## src/rtl/ex_wb_arbiter.sv

```systemverilog
// ex_wb_arbiter: per-channel result FIFOs drained round-robin onto one registered writeback port.
// Optional stall counter output stall_cnt_o is present when EX_WB_STALL_CNT_EN is defined.
`ifndef DATA_LEN
`define DATA_LEN 32
`endif
`ifndef RRF_SEL
`define RRF_SEL 6
`endif

module ex_wb_fifo #(
  parameter int DEPTH = 2,
  parameter int W     = 8
) (
  input  logic                     i_clk,
  input  logic                     i_rst,
  input  logic                     i_flush,
  input  logic                     i_push,
  input  logic                     i_pop,
  input  logic [W-1:0]             i_din,
  output logic [W-1:0]             o_head,
  output logic [$clog2(DEPTH):0]   o_count
);
  localparam int PW = $clog2(DEPTH);

  logic [W-1:0]  r_mem [DEPTH];
  logic [PW-1:0] r_wr_ptr, r_rd_ptr;
  logic [PW:0]   r_count;

  // Storage is not reset; only entries covered by r_count are ever observed.
  always_ff @(posedge i_clk) begin
    if (i_push) r_mem[r_wr_ptr] <= i_din;
  end

  always_ff @(posedge i_clk) begin
    if (i_rst || i_flush) begin
      r_wr_ptr <= '0;
      r_rd_ptr <= '0;
      r_count  <= '0;
    end else begin
      if (i_push) r_wr_ptr <= r_wr_ptr + 1'b1;
      if (i_pop)  r_rd_ptr <= r_rd_ptr + 1'b1;
      case ({i_push, i_pop})
        2'b10:   r_count <= r_count + 1'b1;
        2'b01:   r_count <= r_count - 1'b1;
        default: r_count <= r_count;
      endcase
    end
  end

  assign o_head  = r_mem[r_rd_ptr];
  assign o_count = r_count;
endmodule

module ex_wb_arbiter #(
  parameter int NUM_CH = 3,
  parameter int DEPTH  = 2,
  parameter int DATA_W = `DATA_LEN,
  parameter int TAG_W  = `RRF_SEL
) (
  input  logic                      clk_i,
  input  logic                      reset_i,
  input  logic                      flush_i,
  input  logic [NUM_CH-1:0]         ch_valid_i,
  output logic [NUM_CH-1:0]         ch_ready_o,
  input  logic [NUM_CH*DATA_W-1:0]  ch_data_i,
  input  logic [NUM_CH*TAG_W-1:0]   ch_tag_i,
  input  logic [NUM_CH-1:0]         ch_rrf_we_i,
  output logic [DATA_W-1:0]         wb_result_o,
  output logic [TAG_W-1:0]          wb_rrf_tag_o,
  output logic                      wb_rob_we_o,
  output logic                      wb_rrf_we_o,
  output logic [$clog2(NUM_CH)-1:0] wb_ch_o
`ifdef EX_WB_STALL_CNT_EN
  ,
  output logic [31:0]               stall_cnt_o
`endif
);
  localparam int CH_W  = $clog2(NUM_CH);
  localparam int CNT_W = $clog2(DEPTH) + 1;
  localparam int EW    = DATA_W + TAG_W + 1;

  logic [NUM_CH-1:0][CNT_W-1:0] w_count;
  logic [NUM_CH-1:0][EW-1:0]    w_head;
  logic [NUM_CH-1:0]            w_push, w_pop, w_nempty;
  logic [CH_W-1:0]              r_rr_ptr, w_gnt;
  logic                         w_gnt_vld;
  logic [EW-1:0]                w_gnt_ent;
  int                           w_idx;

  // Ready comes from the registered count only, so a full FIFO refuses even when popped.
  for (genvar g = 0; g < NUM_CH; g++) begin : g_ch
    assign ch_ready_o[g] = (w_count[g] != CNT_W'(DEPTH));
    assign w_nempty[g]   = |w_count[g];
    assign w_push[g]     = ch_valid_i[g] & ch_ready_o[g] & ~flush_i & ~reset_i;
    assign w_pop[g]      = w_gnt_vld & (w_gnt == CH_W'(g)) & ~flush_i & ~reset_i;

    ex_wb_fifo #(.DEPTH(DEPTH), .W(EW)) u_fifo (
      .i_clk   (clk_i),
      .i_rst   (reset_i),
      .i_flush (flush_i),
      .i_push  (w_push[g]),
      .i_pop   (w_pop[g]),
      .i_din   ({ch_rrf_we_i[g], ch_tag_i[g*TAG_W +: TAG_W], ch_data_i[g*DATA_W +: DATA_W]}),
      .o_head  (w_head[g]),
      .o_count (w_count[g])
    );
  end

  // Scan from the far end so the channel closest to r_rr_ptr wins.
  always_comb begin
    w_gnt_vld = 1'b0;
    w_gnt     = '0;
    w_idx     = 0;
    for (int k = NUM_CH - 1; k >= 0; k--) begin
      w_idx = int'(r_rr_ptr) + k;
      if (w_idx >= NUM_CH) w_idx = w_idx - NUM_CH;
      if (w_nempty[CH_W'(w_idx)]) begin
        w_gnt_vld = 1'b1;
        w_gnt     = CH_W'(w_idx);
      end
    end
  end

  assign w_gnt_ent = w_head[w_gnt];

  always_ff @(posedge clk_i) begin
    if (reset_i) begin
      r_rr_ptr     <= '0;
      wb_result_o  <= '0;
      wb_rrf_tag_o <= '0;
      wb_ch_o      <= '0;
      wb_rob_we_o  <= 1'b0;
      wb_rrf_we_o  <= 1'b0;
    end else if (flush_i) begin
      r_rr_ptr    <= '0;
      wb_rob_we_o <= 1'b0;
      wb_rrf_we_o <= 1'b0;
    end else if (w_gnt_vld) begin
      wb_result_o  <= w_gnt_ent[DATA_W-1:0];
      wb_rrf_tag_o <= w_gnt_ent[DATA_W +: TAG_W];
      wb_ch_o      <= w_gnt;
      wb_rob_we_o  <= 1'b1;
      wb_rrf_we_o  <= w_gnt_ent[EW-1];
      r_rr_ptr     <= (w_gnt == CH_W'(NUM_CH - 1)) ? '0 : w_gnt + 1'b1;
    end else begin
      wb_rob_we_o <= 1'b0;
      wb_rrf_we_o <= 1'b0;
    end
  end

`ifdef EX_WB_STALL_CNT_EN
  logic [31:0] r_stall_cnt;

  // Flush does not clear this: it tracks producer stalls across mispredicts.
  always_ff @(posedge clk_i) begin
    if (reset_i)
      r_stall_cnt <= '0;
    else if (|(ch_valid_i & ~ch_ready_o) && (r_stall_cnt != 32'hFFFF_FFFF))
      r_stall_cnt <= r_stall_cnt + 32'd1;
  end

  assign stall_cnt_o = r_stall_cnt;
`endif
endmodule

```

## config.mk

```make
export PLATFORM = sky130hd
export DESIGN_NAME = ex_wb_arbiter
export DESIGN_NICKNAME = d
export VERILOG_FILES = /design/src/rtl/ex_wb_arbiter.sv
export SDC_FILE = /design/constraint.sdc
export NUM_CORES = 1
export LEC_CHECK = 0
export BUFFER_PORTS_ARGS = -buffer_cell sky130_fd_sc_hd__buf_2
export CAP_MARGIN = 20
export CORE_MARGIN = 10
export CORE_UTILIZATION = 59
export CTS_BUF_LIST = sky130_fd_sc_hd__clkbuf_8
export CTS_CLUSTER_SIZE = 12
export DETAILED_ROUTE_END_ITERATION = 8
export GPL_TIMING_DRIVEN = 0
export PLACE_DENSITY_LB_ADDON = 0.1
export SLEW_MARGIN = 20
export SYNTH_ARGS = -nofsm -noshare
export SYNTH_HDL_FRONTEND = slang
export SYNTH_SLANG_ARGS = --single-unit
```

## constraint.sdc

```tcl
create_clock -name clk_i -period 3.6 [get_ports clk_i]
set_input_delay 0.36 -clock clk_i [delete_from_list [all_inputs] [get_ports clk_i]]
set_output_delay 0.36 -clock clk_i [all_outputs]
set_load 0.05 [all_outputs]
```

==> results.toml <==
[setup_path]
r2r_end = "g_ch[0].u_fifo.o_count[1]"
crit_path_start_kind = "flop"
endpoint = "g_ch[0].u_fifo.o_count[1]"
crit_path_max_incr_delay_ns = 0.36
worst-setup-path-type = "reg -> reg"
required_ns = 4.07
cp_max_fo = 10
cp_top_family = "simple AND/OR/NAND/NOR gates"
cp.depth = 12
end_kind = "flop"
critPathLaunch = "r_rr_ptr[0]"
critical_path.most_common_cell = "ha_1"
cp.arrival_ns = 3.49
ff2ff_setup_slack_ns = 0.58
worst-path-buf-inv = 3
rr_worst_depth = 12
cp_cell_sequence = "inv_1 > ha_1 > and3_2 > a31oi_1 > and4b_1 > buf_2 > buf_6 > nand2_1 > nor2_1 > ha_1 > or3_1 > a21oi_1"
r2r_start = "r_rr_ptr[0]"
critPathSlowestCell = "ha_1"

[timing]
tightest_slew_ns = 0.851
hold_violations = 0
setup_viol = 0
rsz0062_at_grt = "false"
setup_slack_ns = 0.584
fin_crit_sh_pct = 83.8
finalCriticalPeriod_ns = 3.02
clock.fmax_ghz = 0.332
fin_skew_ns = 0.0223
max_slew_margin_pct = 43.3
slew_violations = 0
tns_ns = 0

[power_and_ir_drop]
p_leak_uw = 0.00511
switching_share_pct = 22.9
switching_power_uw = 1570
clockPowerShare_pct = 37.5
power_frac_comb_pct = 7.8
p_per_area_nw_per_um2 = 478
ir_drop_mv = 0.341
pwr-share-seq_pct = 54.7
p_int_uw = 5290

[drt]
vias = 7156
wl_per_cell_um = 21.2
vias_per_cell = 5.56
first_pass_iters = 5
wirelength_mm = 27.3
drtIter0Drc = 507
ant_nets = 0
drc = 0

[die]
num_rows = 50
fp.dieArea_um2 = 25100
die_w_um = 158
core_area_um2 = 18800
die_y_um = 158
initial_core_util_pct = 60.1
num_io_pins = 168

[clock_tree]
cts.htree.levels = 2
cts_buffer_depth = 3
cts_tree = "built"
cts_buffers = 46
post_cts_resized = 0
cts_root_buffer = "clkbuf_8"
clock_latency_ns = 0.55
numClockSinks = 293
path_clk_slew_ns = 0.06

[place]
gp_congestion = 0.849
dp_slack_ns = 0.631
dp.final_hpwl_mm = 18.3
postPlaceCellArea_um2 = 12600
port_buffers = 166
dp_cells = 1110

[finish]
syn_to_final_growth_pct = 27.5
stdcell_count = 1286
fillerInstances = 1177
nets = 1144
fin_area_um2 = 14400
drive_gt1_share_pct = 29.3
diodes = 0

[grt]
antenna_found_initial = 0
grt_max_degree = 23
gr-usage-all-layers_pct = 21.7
grt_pass1_vias = 7857
overflow = 0
grt_pass1_wl_mm = 41.8

[synth]
synth_top_area_share_pct = 62.3
synth_seq_cells = 293
synth_area_leaders = "edfxtp_1, dfxtp_1, mux2i_1"
syn_area_um2 = 11300
yosysTopAreaCell = "edfxtp_1"
ys_types = 38
syn_inst = 704
avgSynthCellArea_um2 = 16.0
ys_seq_area_share_pct = 72.7
synth_nets = 832
synth_warnings = 0

[worst_hold_path]
min_path_type = "in -> reg"
whs_path_depth = 1

[outcome]
outcome = "completed"

[flow_run]
drv_cap = 0
## repair_timing
item                      CTS  global route
hold endpoints to repair  176             5
buffers inserted            0             0
hold buffers               89             3
## cells in the final DEF (no fill, tap or decap), drive strengths merged
cell type,instances
nand2,46
o22a,39
xnor2,6
a22oi,1
o211ai,1
a221oi,1
clkbuf,80
nand3,4
o21bai,2
a21o,1
nand4,1
buf,183
or3,4
mux2,41
a311oi,38
nor4,1
xor2,5
o21ai,3
or2,2
or3b,1
nor3,2
clkinv,23
nand2b,3
and3,1
dfxtp,59
a31oi,1
a211o,1
ha,5
mux2i,80
clkinvlp,3
inv,16
edfxtp,234
dlygate4sd3,92
a21oi,6
nor2,64
and4b,1
bufinv,1
## cells by family (layout without fill, tap and decap cells)
| group | Yosys count | in the layout | share of synthesized area (%) |
|---|---|---|---|
| fa+ha+maj | 5 | 5 | 0.554 |
| flops | 293 | 293 | 72.7 |
| mux | 121 | 121 | 11.2 |
| xor+xnor | 11 | 11 | 0.854 |
| compound gates | 94 | 94 | 7.03 |
| buf+inv | 50 | 398 | 2.77 |
| simple gates | 130 | 130 | 4.87 |
## power by group through the flow
| stage | clock, µW | sequential, µW | combinational (µW) |
|---|---|---|---|
| detailed placement | 0 | 3830 | 452 |
| CTS | 2610 | 3760 | 529 |
| global route | 2770 | 3760 | 573 |
| global placement | 0 | 3830 | 422 |
| floorplan | 0 | 3910 | 178 |
| finish | 2570 | 3760 | 534 |
## metal layers
layer,track usage [%],wire [µm],part of all wire [%]
met1,26.5,11400,42
met2,37.9,13900,51
met3,5.13,1640,6.0
met4,5.65,337,1.2
met5,0,0,0
## Yosys cell counts, drive strengths merged
| library cell | instances |
|---|---|
| a211o | 1 |
| a21o | 1 |
| a21oi | 6 |
| a221oi | 1 |
| a22oi | 1 |
| a311oi | 38 |
| a31oi | 1 |
| and3 | 1 |
| and4b | 1 |
| buf | 11 |
| clkbuf | 31 |
| dfxtp | 59 |
| edfxtp | 234 |
| ha | 5 |
| inv | 8 |
| mux2 | 41 |
| mux2i | 80 |
| nand2 | 46 |
| nand2b | 3 |
| nand3 | 4 |
| nand4 | 1 |
| nor2 | 64 |
| nor3 | 2 |
| nor4 | 1 |
| o211ai | 1 |
| o21ai | 3 |
| o21bai | 2 |
| o22a | 39 |
| or2 | 2 |
| or3 | 4 |
| or3b | 1 |
| xnor2 | 6 |
| xor2 | 5 |
## cell type report
type	instances	area [µm²]	share of cell area, %
Buffer	42	283	1.97
Clock buffer	49	674	4.69
Clock inverter	35	176	1.23
Inverter	8	30.0	0.209
Multi-Input combinational cell	361	2810	19.5
Sequential cell	293	8210	57.1
Tap cell	234	293	2.04
Timing Repair Buffer	264	1910	13.3
## sequential cells by signal, summed over array words and instances (netlist names), named ones only
signal and cells:
g_ch.u_fifo.o_count 6, g_ch.u_fifo.r_mem 234, g_ch.u_fifo.r_rd_ptr 3, g_ch.u_fifo.r_wr_ptr 3, r_rr_ptr 2, wb_ch_o 2
wb_result_o 32, wb_rob_we_o 1, wb_rrf_tag_o 6, wb_rrf_we_o 1
## metrics by stage
| step | power (µW) | util, % | hold WS, ns |
|---|---|---|---|
| 6_report | 6870 | 76.6 | 0.0232 |
| 4_1_cts | 6900 | 76.5 | 0.0000723 |
| 3_5_place_dp | 4280 | 67.2 | 0.481 |
| 3_3_place_gp | 4250 | 66.1 | 0.466 |
| 2_1_floorplan | 4090 | - | 0.451 |
| 5_1_grt | 7100 | 76.6 | 0.00453 |
## worst min path at each step
stage | start | endpoint | slack, ns
after floorplan | r_rr_ptr[0] | r_rr_ptr[0] | 0.45
after global placement | r_rr_ptr[1] | r_rr_ptr[1] | 0.47
after detailed placement | r_rr_ptr[0] | r_rr_ptr[0] | 0.48
after CTS | ch_data_i[50] | g_ch[1].u_fifo.r_mem[0][18] | 0.00007
after global routing | ch_data_i[1] | g_ch[0].u_fifo.r_mem[0][1] | 0.005
final | ch_data_i[40] | g_ch[1].u_fifo.r_mem[1][8] | 0.02
(Power assumes the default switching activity.)
